**src/rtl/clk_mon_pkg.sv**
```systemverilog
// Shared definitions for the divided-clock monitor.
//   DEF_CNT_W   : default width of the period/high/low counters
//   mon_state_t : measurement FSM state encoding
//   sat_max()   : all-ones saturation value for a counter of a given width
package clk_mon_pkg;

  localparam int DEF_CNT_W = 8;

  typedef enum logic [1:0] {
    IDLE      = 2'd0,
    WAIT_RISE = 2'd1,
    MEAS_HIGH = 2'd2,
    MEAS_LOW  = 2'd3
  } mon_state_t;

  function automatic logic [31:0] sat_max(input int unsigned width);
    return (width >= 32) ? 32'hFFFF_FFFF : ((32'd1 << width) - 32'd1);
  endfunction

endpackage

```
**src/rtl/sync_edge_det.sv**
```systemverilog
// Multi-flop synchronizer for an asynchronous level, followed by one
// edge-detect flop. Reusable for any async input sampled in clk_in.
// Ports:
//   clk_in   : sampling clock
//   rst      : asynchronous active-high reset (all flops to 0)
//   async_in : asynchronous input level
//   rise     : synchronized 0->1 transition, one clk_in cycle wide
//   fall     : synchronized 1->0 transition, one clk_in cycle wide
module sync_edge_det #(
  parameter int SYNC_STAGES = 2
) (
  input  logic clk_in,
  input  logic rst,
  input  logic async_in,
  output logic rise,
  output logic fall
);

  logic [SYNC_STAGES-1:0] sync_ff;
  logic                   sync_q;
  logic                   sync_q_d;

  always_ff @(posedge clk_in or posedge rst) begin
    if (rst) begin
      sync_ff  <= '0;
      sync_q_d <= 1'b0;
    end else begin
      sync_ff  <= {sync_ff[SYNC_STAGES-2:0], async_in};
      sync_q_d <= sync_q;
    end
  end

  // Synchronized level vs. its one-cycle-delayed copy
  assign sync_q = sync_ff[SYNC_STAGES-1];
  assign rise   = sync_q & ~sync_q_d;
  assign fall   = ~sync_q & sync_q_d;

endmodule

```
**src/rtl/clk_div_monitor.sv**
```systemverilog
// Divided-clock monitor: samples div_clk as data in the clk_in domain,
// measures its high time, low time and period in clk_in cycles, compares
// each period with expected_n and asserts locked after LOCK_COUNT
// consecutive good periods.
// Optional feature macro: DUTY_CHECK_EN -- when defined, a good period also
// requires |high_cnt - low_cnt| <= 1; otherwise only the period is checked.
// Ports:
//   clk_in     : reference clock (divider source clock)
//   rst        : asynchronous active-high reset
//   div_clk    : divided clock under test (asynchronous level)
//   meas_en    : measurement enable; low returns to IDLE
//   expected_n : expected divide ratio in clk_in cycles
//   period     : last completed period (saturates at all-ones)
//   high_cnt   : last measured high time
//   low_cnt    : last measured low time
//   meas_valid : one-cycle pulse when period/high_cnt/low_cnt update
//   locked     : LOCK_COUNT consecutive good periods seen
//   err        : one-cycle pulse on a bad period or a timeout
module clk_div_monitor
  import clk_mon_pkg::*;
#(
  parameter int CNT_W       = DEF_CNT_W,
  parameter int SYNC_STAGES = 2,
  parameter int LOCK_COUNT  = 4
) (
  input  logic             clk_in,
  input  logic             rst,
  input  logic             div_clk,
  input  logic             meas_en,
  input  logic [CNT_W-1:0] expected_n,
  output logic [CNT_W-1:0] period,
  output logic [CNT_W-1:0] high_cnt,
  output logic [CNT_W-1:0] low_cnt,
  output logic             meas_valid,
  output logic             locked,
  output logic             err
);

  localparam logic [CNT_W-1:0] CNT_MAX  = CNT_W'(sat_max(CNT_W));
  localparam logic [3:0]       LOCK_TGT = 4'(LOCK_COUNT);

  mon_state_t       state;
  logic [CNT_W-1:0] hcnt;
  logic [CNT_W-1:0] lcnt;
  logic [3:0]       good_cnt;
  logic             rise;
  logic             fall;
  logic [CNT_W:0]   sum_w;
  logic             sum_ovf;
  logic             duty_ok;
  logic             good;

  // Synchronizer + edge detect stage
  sync_edge_det #(
    .SYNC_STAGES(SYNC_STAGES)
  ) u_sync (
    .clk_in  (clk_in),
    .rst     (rst),
    .async_in(div_clk),
    .rise    (rise),
    .fall    (fall)
  );

  // Period evaluation (combinational, consumed at the publish cycle)
  assign sum_w   = {1'b0, hcnt} + {1'b0, lcnt};
  assign sum_ovf = sum_w[CNT_W];

`ifdef DUTY_CHECK_EN
  logic [CNT_W-1:0] duty_diff;
  assign duty_diff = (hcnt >= lcnt) ? (hcnt - lcnt) : (lcnt - hcnt);
  assign duty_ok   = (duty_diff <= CNT_W'(1));
`else
  assign duty_ok   = 1'b1;
`endif

  // An overflowed sum is bad even if the saturated value equals expected_n
  assign good = !sum_ovf && (sum_w[CNT_W-1:0] == expected_n) && duty_ok;

  // Measurement FSM and registered outputs
  always_ff @(posedge clk_in or posedge rst) begin
    if (rst) begin
      state      <= IDLE;
      hcnt       <= '0;
      lcnt       <= '0;
      good_cnt   <= '0;
      period     <= '0;
      high_cnt   <= '0;
      low_cnt    <= '0;
      meas_valid <= 1'b0;
      locked     <= 1'b0;
      err        <= 1'b0;
    end else begin
      meas_valid <= 1'b0;
      err        <= 1'b0;
      if (!meas_en) begin
        // Abandon any in-flight measurement silently
        state    <= IDLE;
        good_cnt <= '0;
        locked   <= 1'b0;
      end else begin
        unique case (state)
          IDLE: begin
            state    <= WAIT_RISE;
            good_cnt <= '0;
            locked   <= 1'b0;
          end
          WAIT_RISE: begin
            // First rise marks the start of the first whole period
            if (rise) begin
              state <= MEAS_HIGH;
              hcnt  <= CNT_W'(1);
              lcnt  <= '0;
            end
          end
          MEAS_HIGH: begin
            if (fall) begin
              state <= MEAS_LOW;
              lcnt  <= CNT_W'(1);
            end else if (hcnt == CNT_MAX) begin
              state    <= WAIT_RISE;
              err      <= 1'b1;
              good_cnt <= '0;
              locked   <= 1'b0;
            end else begin
              hcnt <= hcnt + CNT_W'(1);
            end
          end
          MEAS_LOW: begin
            if (rise) begin
              high_cnt   <= hcnt;
              low_cnt    <= lcnt;
              period     <= sum_ovf ? CNT_MAX : sum_w[CNT_W-1:0];
              meas_valid <= 1'b1;
              state      <= MEAS_HIGH;
              hcnt       <= CNT_W'(1);
              lcnt       <= '0;
              if (good) begin
                if (good_cnt != LOCK_TGT) good_cnt <= good_cnt + 4'd1;
                locked <= (good_cnt >= (LOCK_TGT - 4'd1));
              end else begin
                err      <= 1'b1;
                good_cnt <= '0;
                locked   <= 1'b0;
              end
            end else if (lcnt == CNT_MAX) begin
              state    <= WAIT_RISE;
              err      <= 1'b1;
              good_cnt <= '0;
              locked   <= 1'b0;
            end else begin
              lcnt <= lcnt + CNT_W'(1);
            end
          end
          default: state <= IDLE;
        endcase
      end
    end
  end

endmodule

```
**config.mk**
```make
export PLATFORM = sky130hd
export DESIGN_NAME = clk_div_monitor
export DESIGN_NICKNAME = d
export VERILOG_FILES = /design/src/rtl/clk_mon_pkg.sv /design/src/rtl/sync_edge_det.sv /design/src/rtl/clk_div_monitor.sv
export SDC_FILE = /design/constraint.sdc
export NUM_CORES = 1
export LEC_CHECK = 0
export ABC_AREA = 1
export BUFFER_PORTS_ARGS = -buffer_cell sky130_fd_sc_hd__buf_4
export CAP_MARGIN = 10
export CORE_MARGIN = 8
export CORE_UTILIZATION = 35
export DETAILED_ROUTE_END_ITERATION = 10
export PLACE_DENSITY = 0.62
export SETUP_SLACK_MARGIN = 0.3
export SKIP_LAST_GASP = 1
export SLEW_MARGIN = 5
export SYNTH_ARGS = -nofsm -noshare
export SYNTH_HDL_FRONTEND = slang
export SYNTH_SLANG_ARGS = --single-unit
```
**constraint.sdc**
```tcl
create_clock -name clk_in -period 2.2 [get_ports clk_in]
set_input_delay 0.11 -clock clk_in [delete_from_list [all_inputs] [get_ports clk_in]]
set_output_delay 0.11 -clock clk_in [all_outputs]
set_load 0.05 [all_outputs]
```
# After elaboration in Yosys (flattened, before gate mapping)
# Cells that the tools add are included.
[totals] regBits=52 inputBits=12 output_inout_bits=27
[op_classes] add_sub_neg=4 n_lt_le_gt_ge=1 n_eq_ne=20 n_mux=42 bitwise=4 n_reduce_logical=12
[op_table] operator="8-bit 2-to-1 mux" count=8
[op_table] operator="4-bit 2-to-1 mux" count=7
[op_table] operator="8-bit one-hot mux with 3 select lines" count=1
[op_table] operator="8-bit by 1-bit adder with 8-bit output (second input constant)" count=2
[op_table] operator="8-bit == test (second input constant)" count=2
[op_table] operator="8-bit one-hot mux with 2 select lines" count=1
[op_table] operator="1-bit 2-to-1 mux" count=15
[op_table] operator="5-bit AND reduction" count=3
[op_table] operator="2-bit 2-to-1 mux" count=6
[op_table] operator="3-bit != test (second input constant)" count=4
[op_table] operator="4-bit one-hot mux with 3 select lines" count=1
[op_table] operator="8-bit by 8-bit adder with 9-bit output" count=1
[op_table] operator="8-bit == test" count=1
[op_table] operator="2-bit != test (second input constant)" count=4
[op_table] operator="4-bit != test (second input constant)" count=2
[op_table] operator="2-bit one-hot mux with 4 select lines" count=1
[op_table] operator="3-bit AND reduction" count=2
[op_table] operator="5-bit != test (second input constant)" count=1
[op_table] operator="4-bit by 1-bit adder with 4-bit output (second input constant)" count=1
[op_table] operator="2-bit == test (second input constant)" count=2
[op_table] operator="4-bit by 2-bit >= comparator with 1-bit output (second input constant)" count=1
[op_table] operator="4-bit by 1-bit != test with 1-bit output (second input constant)" count=1
[op_table] operator="4-bit by 3-bit != test with 1-bit output (second input constant)" count=1
[op_table] operator="4-bit AND reduction" count=1
[op_table] operator="12 further kinds" count=14

# Depth between registers and ports, before layout
[logic_depth] depth_word=7 ltp_mapped=17 mapped_depth_nobuf=16

# By module
# Synthesis repeated with hierarchy kept, for this count alone.
[hier_totals] hier_cells=384 area_unflattened_um2=2970.3
[modules_own_cells] module="clk_div_monitor" instances=1 cells_per_inst=376 area_per_inst_um2=2876.5 seq_area_each_um2=1226.2
[modules_own_cells] module="sync_edge_det" instances=1 cells_per_inst=8 area_per_inst_um2=93.8 seq_area_each_um2=75.1

# Worst setup path before layout
# OpenSTA, ideal clock, no wires.
[synth_timing] path_type="flip-flop to flip-flop" start="reg lcnt[0]" end="reg good_cnt[2]" setup_ns=0.074 arrival_ns=2.096 path_slack_ns=0.030 stages_incl_launch_ff=14 synth_period_minus_slack_ns=2.170 path_cell_list="dfrtp_1 -> ha_1 -> fa_1 -> xnor2_1 -> nand2_1 -> nor2_2 -> nand3_2 -> nor2_4 -> nand2_4 -> nor2_8 -> nand3_4 -> nand2_8 -> nand2_2 -> o21ai_2"
[synth_between] elab_chain_len=7 elab_cells_between_ends=12 classes_between="add/sub: 1; eq/ne: 4; mux: 4; reduce/logical: 3"
[synth_lines] element="start: declaration" line_no="clk_div_monitor.sv:44" source="logic [CNT_W-1:0] lcnt;"
[synth_lines] element="start signal: assignment" line_no="clk_div_monitor.sv:151" source="lcnt <= lcnt + CNT_W'(1);"
[synth_lines] element="8-bit by 8-bit adder with 9-bit output" line_no="clk_div_monitor.sv:65" source="assign sum_w = {1'b0, hcnt} + {1'b0, lcnt};"
[synth_lines] element="8-bit == test or 1-bit zero test (tied branches)" line_no="clk_div_monitor.sv:77" source="assign good = !sum_ovf && (sum_w[CNT_W-1:0] == expected_n) && duty_ok;"
[synth_lines] element="1-bit logical AND" line_no="clk_div_monitor.sv:77"
[synth_lines] element="4-bit 2-to-1 mux" line_no="clk_div_monitor.sv:137" source="if (good) begin"
[synth_lines] element="4-bit 2-to-1 mux" line_no="clk_div_monitor.sv:129" source="if (rise) begin"
[synth_lines] element="4-bit one-hot mux with 3 select lines" line_no="clk_div_monitor.sv:101" source="unique case (state)"
[synth_lines] element="4-bit 2-to-1 mux" line_no="clk_div_monitor.sv:95" source="if (!meas_en) begin"
[synth_lines] element="end signal: assignment" line_no="clk_div_monitor.sv:138" source="if (good_cnt != LOCK_TGT) good_cnt <= good_cnt + 4'd1;"
[synth_lines] element="end: declaration" line_no="clk_div_monitor.sv:45" source="logic [3:0] good_cnt;"
# Several ways; a longest one is shown, not always the timed one.
# A chain may end at the register's enable or synchronous reset.

# Worst setup path in the final report
[layout_timing] start="reg hcnt[0]" end="reg good_cnt[0]"
[layout_between] elab_chain_len=7 elab_cells_between_ends=12 classes_between="add/sub: 1; eq/ne: 4; mux: 4; reduce/logical: 3"
[layout_lines] element="start: declaration" line_no="clk_div_monitor.sv:43" source="logic [CNT_W-1:0] hcnt;"
[layout_lines] element="start signal: assignment" line_no="clk_div_monitor.sv:125" source="hcnt <= hcnt + CNT_W'(1);"
[layout_lines] element="8-bit by 8-bit adder with 9-bit output" line_no="clk_div_monitor.sv:65"
[layout_lines] element="8-bit == test or 1-bit zero test (tied branches)" line_no="clk_div_monitor.sv:77"
[layout_lines] element="1-bit logical AND" line_no="clk_div_monitor.sv:77"
[layout_lines] element="4-bit 2-to-1 mux" line_no="clk_div_monitor.sv:137"
[layout_lines] element="4-bit 2-to-1 mux" line_no="clk_div_monitor.sv:129"
[layout_lines] element="4-bit one-hot mux with 3 select lines" line_no="clk_div_monitor.sv:101"
[layout_lines] element="4-bit 2-to-1 mux" line_no="clk_div_monitor.sv:95"
# Several ways; a longest one is shown, not always the timed one.

==> metrics.cfg <==
[cells_and_area]
n_antenna_cell = 0
finish.net_count = 480
fin_util = 0.468
fillCellCount = 831
syn_to_final_growth_pct = 30.7
drive_gt1_frac = 0.355

[sta]
final-max-slew-violation-count = 0
worst_pin_slew_ns = 0.570
setup-violations-final = 4
slew_headroom = 0.617
worst_hold_slack_ns = 0.144
hold_viol_final = 0
rsz0062_at_grt = yes
min_period_over_period = 1.02
fmax_mhz = 445
setup_slack_ns = -0.0456
period_minus_slack_ns = 2.25
skew_ns = 0.00825

[synth]
synthFlopType = dfrtp_1
yosys_register_bits = 52
synthMostInstantiatedCell = nand2_1
yosys_warnings = 0
synth_common_cells = nand2_1 (74), dfrtp_1 (52), inv_1 (48), nand3_1 (29), nor2_1 (29)
synth_area_leaders = dfrtp_1 (42%), nand2_1 (9.0%), inv_1 (5.8%)
synth-edff-count = 0
ys_async_sr_fraction = 1.00
synth_cell_types = 40
yosysSeqAreaShare = 0.421
syn_nets = 408
syn-cell-area_mm2 = 0.00309
synth_area_leader_cell = dfrtp_1
avgSynthCellArea_um2 = 8.08
syn_inst = 383
synth_top_cell_area_share = 0.421

[power_and_ir_drop]
p_seq_frac = 0.330
internal_power_w = 0.00223
peakVddDrop_mv = 0.499
powerDensity_mw_per_mm2 = 1040
power.leakage_nw = 1.89
net-switching-power_w = 0.00198
clkPwrFrac = 0.142
swShare = 0.471
combPwrFrac = 0.529
power_w = 0.00421

[routing]
avgRoutedWirePerCell_um = 13.7
firstDrtPassIters = 4
ant_nets = 0
drc = 0
initialDrtViolationCount = 155
viasPerCell = 4.88
vias = 2751
routed_wl_um = 7740

[grt]
grt_pass1_vias = 2585
track_usage = 0.127
grt_pass1_wl_um = 12100
antenna_found_initial = 0
grt_overflow_total = 0
grt_max_degree = 33

[critical_path]
slowest_stage = fa_2
reg2reg_from = hcnt[0]
start_kind = flip-flop
end_kind = flip-flop
arrival_ns = 2.51
critPathLaunch = hcnt[0]
cp.required_ns = 2.46
worstSetupPathType = flip-flop to flip-flop
crit_fanout = 8
crit_chain = ha_2, fa_2, xnor2_1, nand2_1, nor2_2, nand3_2, nor2_4, nand2_4, nor2_8, nand3_4, nand2_8, nand2_2, o21ai_2
max_stage_delay_ns = 0.54

[clock_tree]
clk_path_buf_depth = 2
cts.sinks = 52
cts_root_buffer = clkbuf_8
cts_made_buffers = 5
clk_latency_ns = 0.32
cts_tree = built
clk_pin_slew_worst_paths_ns = 0.11
htreeDepth = 2

[flow_run]
max-cap-violations = 0

[status]
status = finished, violations left
violations = setup timing

[die]
num_rows = 34
start_util = 0.358
coreArea_mm2 = 0.00864
die_area_mm2 = 0.0121
die_w_um = 110
die_h_um = 110
io_pins = 39

[hold_path]
hp-start = meas_en
hp-class = primary input to flip-flop

[place]
place_ws_ns = -0.0284
io_buffers = 38
routabilityCongestion = 0.861
dp_hpwl_um = 5560

cells by family (layout without fill, tap and decap cells):
kind of cell / Yosys count / in the layout / synth area share
adder cells (fa/ha/maj): 13 / 13 / 0.0550
buffers and inverters: 64 / 137 / 0.0817
XOR/XNOR: 6 / 6 / 0.0170
flip-flops: 52 / 52 / 0.421
AND/OR/NAND/NOR: 185 / 185 / 0.308
AO/OA/AOI/OAI: 63 / 63 / 0.118
layout make-up:
type	count	area, um2	area share
Clock buffer	5	68.8	0.0170
Timing Repair Buffer	71	549	0.136
Sequential cell	52	1310	0.324
Clock inverter	3	22.5	0.00557
Multi-Input combinational cell	267	1730	0.428
Inverter	58	226	0.0560
Tap cell	108	135	0.0334
placed cells by master (no fill, tap or decap), drive strengths merged, types with 3 or more instances in the layout:
master  instances
inv            57
nor2           38
ha             12
nand3          31
o21ai          31
nand2          93
dfrtp          52
nand4          11
clkbuf          5
nand3b          3
nor3            6
a31oi           5
clkinv          3
a21oi          20
buf            69
xor2            4
worst paths after layout:
path	to	slack [ns]	cells after the start
max in group asynchronous	hcnt[4]	1.18	4
max	good_cnt[0]	-0.05	13
min	state[1]	0.14	3
max reg2reg	good_cnt[0]	-0.05	13
min reg2reg	u_sync.sync_ff[1]	0.36	0
min in group asynchronous	good_cnt[3]	0.37	3
sequential cells by signal (all words and copies together) (netlist names):
name and cells:
u_sync.sync_ff 2, high_cnt 8, lcnt 8, meas_valid 1, good_cnt 4, period 8
u_sync.sync_q_d 1, locked 1, low_cnt 8, state 2, hcnt 8, err 1
power groups by stage:
| stage | logic (W) | clock network, W | registers, W |
|---|---|---|---|
| after global placement | 0.00195 | 0 | 0.00139 |
| final | 0.00223 | 0.000596 | 0.00139 |
| after detailed placement | 0.00197 | 0 | 0.00139 |
| after CTS | 0.00207 | 0.000608 | 0.00139 |
| after floorplan | 0.000923 | 0 | 0.00188 |
| after global routing | 0.00241 | 0.000626 | 0.00142 |
worst max-delay path, delay by kind of cell, from the launching register on:
kind	cells	cell delay [ns]
xor+xnor	1	0.11
fa+ha+maj	2	0.74
compound gates	1	0.05
flops	1	0.40
simple gates	9	0.89
through the flow:
stage	setup TNS, ns	cell area, um2	std cells
floorplan	0	3100	383
global placement	0	3560	533
detailed placement	-0.102	3560	533
CTS	-0.162	3800	550
global route	-0.750	4040	564
finish	-0.167	4040	564
timing repair:
item / 4_1_cts / 5_1_grt
hold endpoints to repair: 22 / 0
gates resized for setup: 13 / 40
buffers inserted: 7 / 14
setup endpoints to repair: 16 / 25
hold buffers: 2 / 0
pin swaps: 3 / 16
per-layer routing:
layer	GRT usage	share of wire	up-vias
met3	0.0256	0.055	9
met1	0.164	0.46	1290
met2	0.210	0.47	54
met4	0.0376	0.013	0
li1	-	-	1398
met5	0	0	-
(Power assumes the default switching activity.)
